===== src/rtl/riscv_if_parcel_queue.sv =====
// Instruction-fetch parcel queue and aligner: buffers fetched parcels as halfwords
// and presents one complete 16/32-bit instruction per cycle. Option: RISCV_IFQ_RVC_EN.
module riscv_if_parcel_queue #(
  parameter int XLEN        = 32,
  parameter int PARCEL_SIZE = 32,
  parameter int DEPTH       = 8
) (
  input  logic                   clk,
  input  logic                   rstn,
  input  logic                   flush,
  input  logic [PARCEL_SIZE-1:0] parcel_i,
  input  logic [XLEN-1:0]        parcel_pc_i,
  input  logic                   parcel_valid_i,
  input  logic                   parcel_misaligned_i,
  input  logic                   parcel_page_fault_i,
  output logic                   queue_full_o,
  output logic [31:0]            instr_o,
  output logic [XLEN-1:0]        instr_pc_o,
  output logic                   instr_valid_o,
  output logic                   instr_is_16bit_o,
  output logic                   instr_misaligned_o,
  output logic                   instr_page_fault_o,
  input  logic                   instr_ready_i
);
  localparam int HW = PARCEL_SIZE / 16;
  localparam int OB = $clog2(HW);
  localparam int PW = $clog2(DEPTH);
  localparam int CW = PW + 1;
`ifdef RISCV_IFQ_RVC_EN
  localparam bit RVC = 1'b1;
`else
  localparam bit RVC = 1'b0;
`endif

  logic [15:0]      data_q [DEPTH];
  logic [15:0]      data_d [DEPTH];
  logic [DEPTH-1:0] mis_q, mis_d, pf_q, pf_d;
  logic [PW-1:0]    rd_q, rd_d, wr_q, wr_d;
  logic [CW-1:0]    count_q, count_d;
  logic [XLEN-1:0]  pc_q, pc_d;
  logic             seed_q, seed_d;
  logic             seed_mis_q, seed_mis_d;

  logic [PW-1:0]    rd_nxt, widx;
  logic [15:0]      head, tail;
  logic             is32, have1, have2, two;
  logic             push, pop;
  logic [OB-1:0]    s;
  logic [CW-1:0]    push_n, pop_n;
  logic             unused_pc0;

  assign unused_pc0 = parcel_pc_i[0];

  // Handshakes: a parcel is taken on parcel_valid_i & ~queue_full_o & ~flush;
  // an instruction is taken on instr_valid_o & instr_ready_i. Both act at the clock edge.
  assign rd_nxt = rd_q + PW'(1);
  assign head   = data_q[rd_q];
  assign tail   = data_q[rd_nxt];
  assign have1  = (count_q != '0);
  assign have2  = (count_q >= CW'(2));
  assign is32   = RVC ? (head[1:0] == 2'b11) : 1'b1;
  assign two    = is32 & have2;

  assign queue_full_o  = (CW'(DEPTH) - count_q) < CW'(HW);
  // A faulting head is released alone so a faulting fetch cannot stall decode.
  assign instr_valid_o = have1 & (~is32 | have2 | mis_q[rd_q] | pf_q[rd_q]);
  assign instr_o       = two ? {tail, head} : {16'h0000, head};
  assign instr_pc_o    = pc_q;
  assign instr_is_16bit_o   = have1 & ~is32;
  assign instr_misaligned_o = have1 & (mis_q[rd_q] | (two & mis_q[rd_nxt]) | seed_mis_q);
  assign instr_page_fault_o = have1 & (pf_q[rd_q] | (two & pf_q[rd_nxt]));

  assign push   = parcel_valid_i & ~queue_full_o & ~flush;
  assign pop    = instr_valid_o & instr_ready_i;
  assign pop_n  = two ? CW'(2) : CW'(1);
  assign push_n = CW'(HW) - CW'(s);

  // Without RVC a seed at PC[1]=1 still starts on a word boundary.
  always_comb begin
    s = '0;
    if (seed_q) s = parcel_pc_i[OB:1];
    if (!RVC) s[0] = 1'b0;
  end

  always_comb begin
    data_d     = data_q;
    mis_d      = mis_q;
    pf_d       = pf_q;
    rd_d       = rd_q;
    wr_d       = wr_q;
    count_d    = count_q;
    pc_d       = pc_q;
    seed_d     = seed_q;
    seed_mis_d = seed_mis_q;
    widx       = '0;
    if (flush) begin
      rd_d       = '0;
      wr_d       = '0;
      count_d    = '0;
      seed_d     = 1'b1;
      seed_mis_d = 1'b0;
    end else begin
      if (pop) begin
        rd_d       = rd_q + pop_n[PW-1:0];
        pc_d       = pc_q + (is32 ? XLEN'(4) : XLEN'(2));
        count_d    = count_q - pop_n;
        seed_mis_d = 1'b0;
      end
      if (push) begin
        for (int h = 0; h < HW; h++) begin
          if (OB'(h) >= s) begin
            widx        = wr_q + PW'(h) - PW'(s);
            data_d[widx] = parcel_i[16*h +: 16];
            mis_d[widx]  = parcel_misaligned_i;
            pf_d[widx]   = parcel_page_fault_i;
          end
        end
        wr_d    = wr_q + push_n[PW-1:0];
        count_d = count_d + push_n;
        if (seed_q) begin
          pc_d       = {parcel_pc_i[XLEN-1:OB+1], s, 1'b0};
          seed_d     = 1'b0;
          seed_mis_d = ~RVC & parcel_pc_i[1];
        end
      end
    end
  end

  always_ff @(posedge clk or negedge rstn) begin
    if (!rstn) begin
      for (int i = 0; i < DEPTH; i++) data_q[i] <= '0;
      mis_q      <= '0;
      pf_q       <= '0;
      rd_q       <= '0;
      wr_q       <= '0;
      count_q    <= '0;
      pc_q       <= '0;
      seed_q     <= 1'b1;
      seed_mis_q <= 1'b0;
    end else begin
      data_q     <= data_d;
      mis_q      <= mis_d;
      pf_q       <= pf_d;
      rd_q       <= rd_d;
      wr_q       <= wr_d;
      count_q    <= count_d;
      pc_q       <= pc_d;
      seed_q     <= seed_d;
      seed_mis_q <= seed_mis_d;
    end
  end
endmodule


===== config.mk =====
export PLATFORM = sky130hd
export DESIGN_NAME = riscv_if_parcel_queue
export DESIGN_NICKNAME = d
export VERILOG_FILES = /design/src/rtl/riscv_if_parcel_queue.sv
export SDC_FILE = /design/constraint.sdc
export NUM_CORES = 1
export LEC_CHECK = 0
export CORE_UTILIZATION = 33
export CTS_BUF_LIST = sky130_fd_sc_hd__clkbuf_2 sky130_fd_sc_hd__clkbuf_4 sky130_fd_sc_hd__clkbuf_8
export DETAILED_ROUTE_END_ITERATION = 10
export RECOVER_POWER = 50
export SYNTH_ARGS = -nofsm -noshare
export SYNTH_HDL_FRONTEND = slang
export SYNTH_SLANG_ARGS = --single-unit

===== constraint.sdc =====
create_clock -name clk -period 4.49 [get_ports clk]
set_input_delay 0.6735 -clock clk [delete_from_list [all_inputs] [get_ports clk]]
set_output_delay 0.6735 -clock clk [all_outputs]
set_load 0.02 [all_outputs]

==> metrics.md <==
| Metric | Value |
|---|---|
| Most Crowded Layer GR | met2 |
| Post-synth top area cell | dfrtp_1 |
| CP max stage cell | dfrtp_4 |
| All-layer global routing usage | a little under a fifth |
| Area share of and/or/nand/nor cells after synthesis | 12.5% |
| Layout cells sized above 1 | a little under a quarter |
| Via density | 5.45 |
| Largest net degree at the start of global routing | 80 |
| Initial antenna violation count | 1 |
| Antenna Nets Post-Route | 0 |
| Post-cts resize count | 0 |
| Die W | roughly 180 um |
| Complex-gate fraction of the synthesized area | just under 10% |
| First drt pass iteration count | 5 |
| Leak pwr | 5.02 nW |
| Violated checks | max-capacitance violations, max-slew violations |
| CTS Buffer Depth | 2 |
| Max Freq | ~240 MHz |
| H-tree depth | 4 |
| Die Y-Extent | ~180 um |
| Layout Utilization | about two fifths |
| Initial Utilization | approximately a third |
| CP peak stage delay | just under 0.6 ns |
| Most common cell in the synthesized netlist | dfrtp_1 |
| Max FO, Critical Path | 32 |
| Area grow syn2layout | 20.0% |
| DP Cell Count | approximately 1400 |
| Hold Vio Cnt, Final | 0 |
| R2R setup slack | roughly 1.1 ns |
| Ys flop type | dfrtp_1 |
| Reg2reg path depth | 12 |
| Synth top cells by count | 184 x dfrtp_1, 176 x nand2_1, 107 x mux2_2 |
| Max-slew violation count | 110 |
| CTS Buf Count | 17 |
| # DRC | 0 |
| #FFs+latches synth | ~190 |
| Mapped Cells | between 900 and 1000 |
| Worst Tran Pin Value | 2.17 ns |
| Vias in the first global route | slightly below 8000 |
| Synth unique cells | 56 |
| GRT overflow | 0 |
| Power Dens Cells | roughly 730 nW/um^2 |
| Yosys top cell area share | 43.4% |
| Most used cell, CP | buf_4 |
| Synth area leaders | dfrtp_1 43%, mux4_2 15%, mux2_2 11%, nand2_1 6.2%, o21ai_0 3.1% |
| Relative slew margins | -44.5% |
| Final #Nets | 1135 |
| Initial DRC count | roughly 540 |
| Worst setup path category | flip-flop to output pin |
| Total Wirelength | just under 30000 um |
| Status | finished with violations |
| Core area | approximately 32000 um^2 |
| Area share of fa/ha/maj cells after synthesis | 2.26% |
| Reg-to-reg endpoint | count_q[3] |
| Worst Hold Path EP | seed_q |
| I/O pin cnt | between 100 and 150 |
| Post-CTS setup buffers | 0 |
| Sequential area share after synthesis | 43.6% |
| Period utilisation layout | approximately nine tenths |
| Clock Skews | 0.0285 ns |
| Die ar. | 32900 um^2 |
| GR Util met3 | about 3.7% |
| IO buf count | around 140 |
| Worst-skew pair later-pin latency | around 0.48 ns |
| Asr flop ratio synth | 100% |
| Vias after detailed routing | 7970 |
| Maximum VDD drop | between 0.3 and 0.4 mV |
| Avg Cell Area, Syn | 11.3 um^2 |
| Setup TNS | 0 ns |
| DP HPWL | 19000 um |
| Required @ worst endpoint | 3.82 ns |
| Syn. warnings | 0 |
| Wire per inst | slightly below 20 um |
| First-pass GRT wire length | between 40000 and 50000 um |
| Hold depth | 2 |
| GR Util met2 | between 20% and 30% |
| Largest family of logic cells by synthesized area | multiplexers |
| CTS Hold Bufs | 0 |
| Total of max-cap violations | 2 |
| Power Total | 9.30 mW |
| Xor and xnor area share after synthesis | less than 1% |
| FP Rows | 65 |
| Multiplexer share of the synthesized area | between 20% and 30% |
| Root buffer cell | clkbuf_8 |
| Post-Syn Area | ~11000 um^2 |
| M1 GR Usage | about 25% |
| HP Class | flip-flop to flip-flop |
| Clk sinks | 185 |
| Worst hold start | seed_q |
| Final setup violation count | 0 |
| CP cell instances | buf_4 -> buf_4 -> mux4_2 -> nand2_1 -> a21oi_1 -> clkdlybuf4s50_1 |
| Setup repair after global routing missed its margin | false |
| TritonCTS clock tree | built |
| Period minus WS final | between 4 and 5 ns |
| RePlAce Congestion | approximately 0.8 |
| Fin cells | roughly 1500 |
| Critical Path AT | about 3.4 ns |
| Placed instance area | ~12000 um^2 |
| Final instance area | between 10000 and 15000 um^2 |
| Filler cells | between 3000 and 4000 |
| Post-synth EDFFs | 0 |
| Clk slew on worst S/H paths | approximately 0.1 ns |
| Crit end category | output pin |
| CP Launch Type | flip-flop |
| Worst r2r src | rd_q[0] |
==> flip-flops by register name (all words and copies together), names as in the netlist <==
register	cells
instr_pc_o	30
seed_q	1
mis_q	8
pf_q	8
data_q	128
seed_mis_q	1
count_q	4
rd_q	3
wr_q	2
==> how the worst max path moves through the flow <==
stage | cells after the start | startpoint | end
2_1_floorplan | 13 | count_q[2] | count_q[3]
3_3_place_gp | 6 | rd_q[0] | instr_o[18]
3_5_place_dp | 6 | rd_q[0] | instr_o[18]
4_1_cts | 6 | rd_q[0] | instr_o[18]
5_1_grt | 6 | rd_q[0] | instr_o[18]
6_report | 6 | rd_q[0] | instr_o[18]
==> critical path, delay by kind of cell (launching register included) <==
kind                   cells  cell delay, ns
muxes                      1            0.57
DFF                        1            0.59
buffers and inverters      3            1.57
and+or+nand+nor            1            0.09
AOI/OAI and AO/OA          1            0.10
==> power breakdown <==
part	internal [mW]	switching [mW]
clock network	0.433	0.714
logic	2.63	2.70
registers	2.26	0.554
==> stage by stage <==
stage | setup WS [ns] | hold slack [ns]
final | 0.405 | 0.473
after global routing | 0.202 | 0.514
after CTS | 0.332 | 0.243
after detailed placement | 0.880 | 0.465
after global placement | 0.913 | 0.466
after floorplan | 1.09 | 0.378
==> final cells by class <==
class	instances	area, um^2	area share (%)
Timing Repair Buffer	155	1530	12.0
Antenna cell	1	2.50	0.0196
Inverter	14	52.6	0.413
Sequential cell	185	4640	36.4
Tap cell	402	503	3.95
Multi-Input combinational cell	673	5620	44.1
Clock buffer	18	248	1.94
Clock inverter	14	154	1.21
==> routing by layer <==
metal | wire [um] | up-vias | part of all wire, %
met5 | 0 | - | 0
met3 | 1440 | 17 | 5.0
li1 | - | 3656 | -
met4 | 288 | 0 | 0.99
met2 | 13800 | 213 | 47
met1 | 13500 | 4084 | 47
==> layout by cell type (no fill, tap or decap), drive strengths merged, types with 10 or more instances in the layout <==
| cell | Yosys | layout |
|---|---|---|
| ha | 16 | 16 |
| nand2 | 182 | 182 |
| clkbuf | 32 | 20 |
| clkdlybuf4s50 | 0 | 103 |
| mux2 | 108 | 108 |
| dlygate4sd3 | 0 | 30 |
| buf | 39 | 20 |
| nand3 | 17 | 17 |
| and3 | 10 | 10 |
| mux4 | 71 | 71 |
| nor2 | 31 | 31 |
| nand4 | 13 | 13 |
| inv | 14 | 20 |
| a21oi | 40 | 40 |
| o22a | 12 | 12 |
| nor3 | 11 | 11 |
| a31oi | 10 | 10 |
| o21ai | 65 | 65 |
| dfrtp | 184 | 184 |
==> logic make-up after synthesis <==
logic type      after synthesis
simple gates                294
mux                         187
flops                       185
compound gates              163
buf+inv                      85
fa+ha+maj                    18
xor+xnor                      8
other cells                   1
Power figures use the tool's default switching activity.
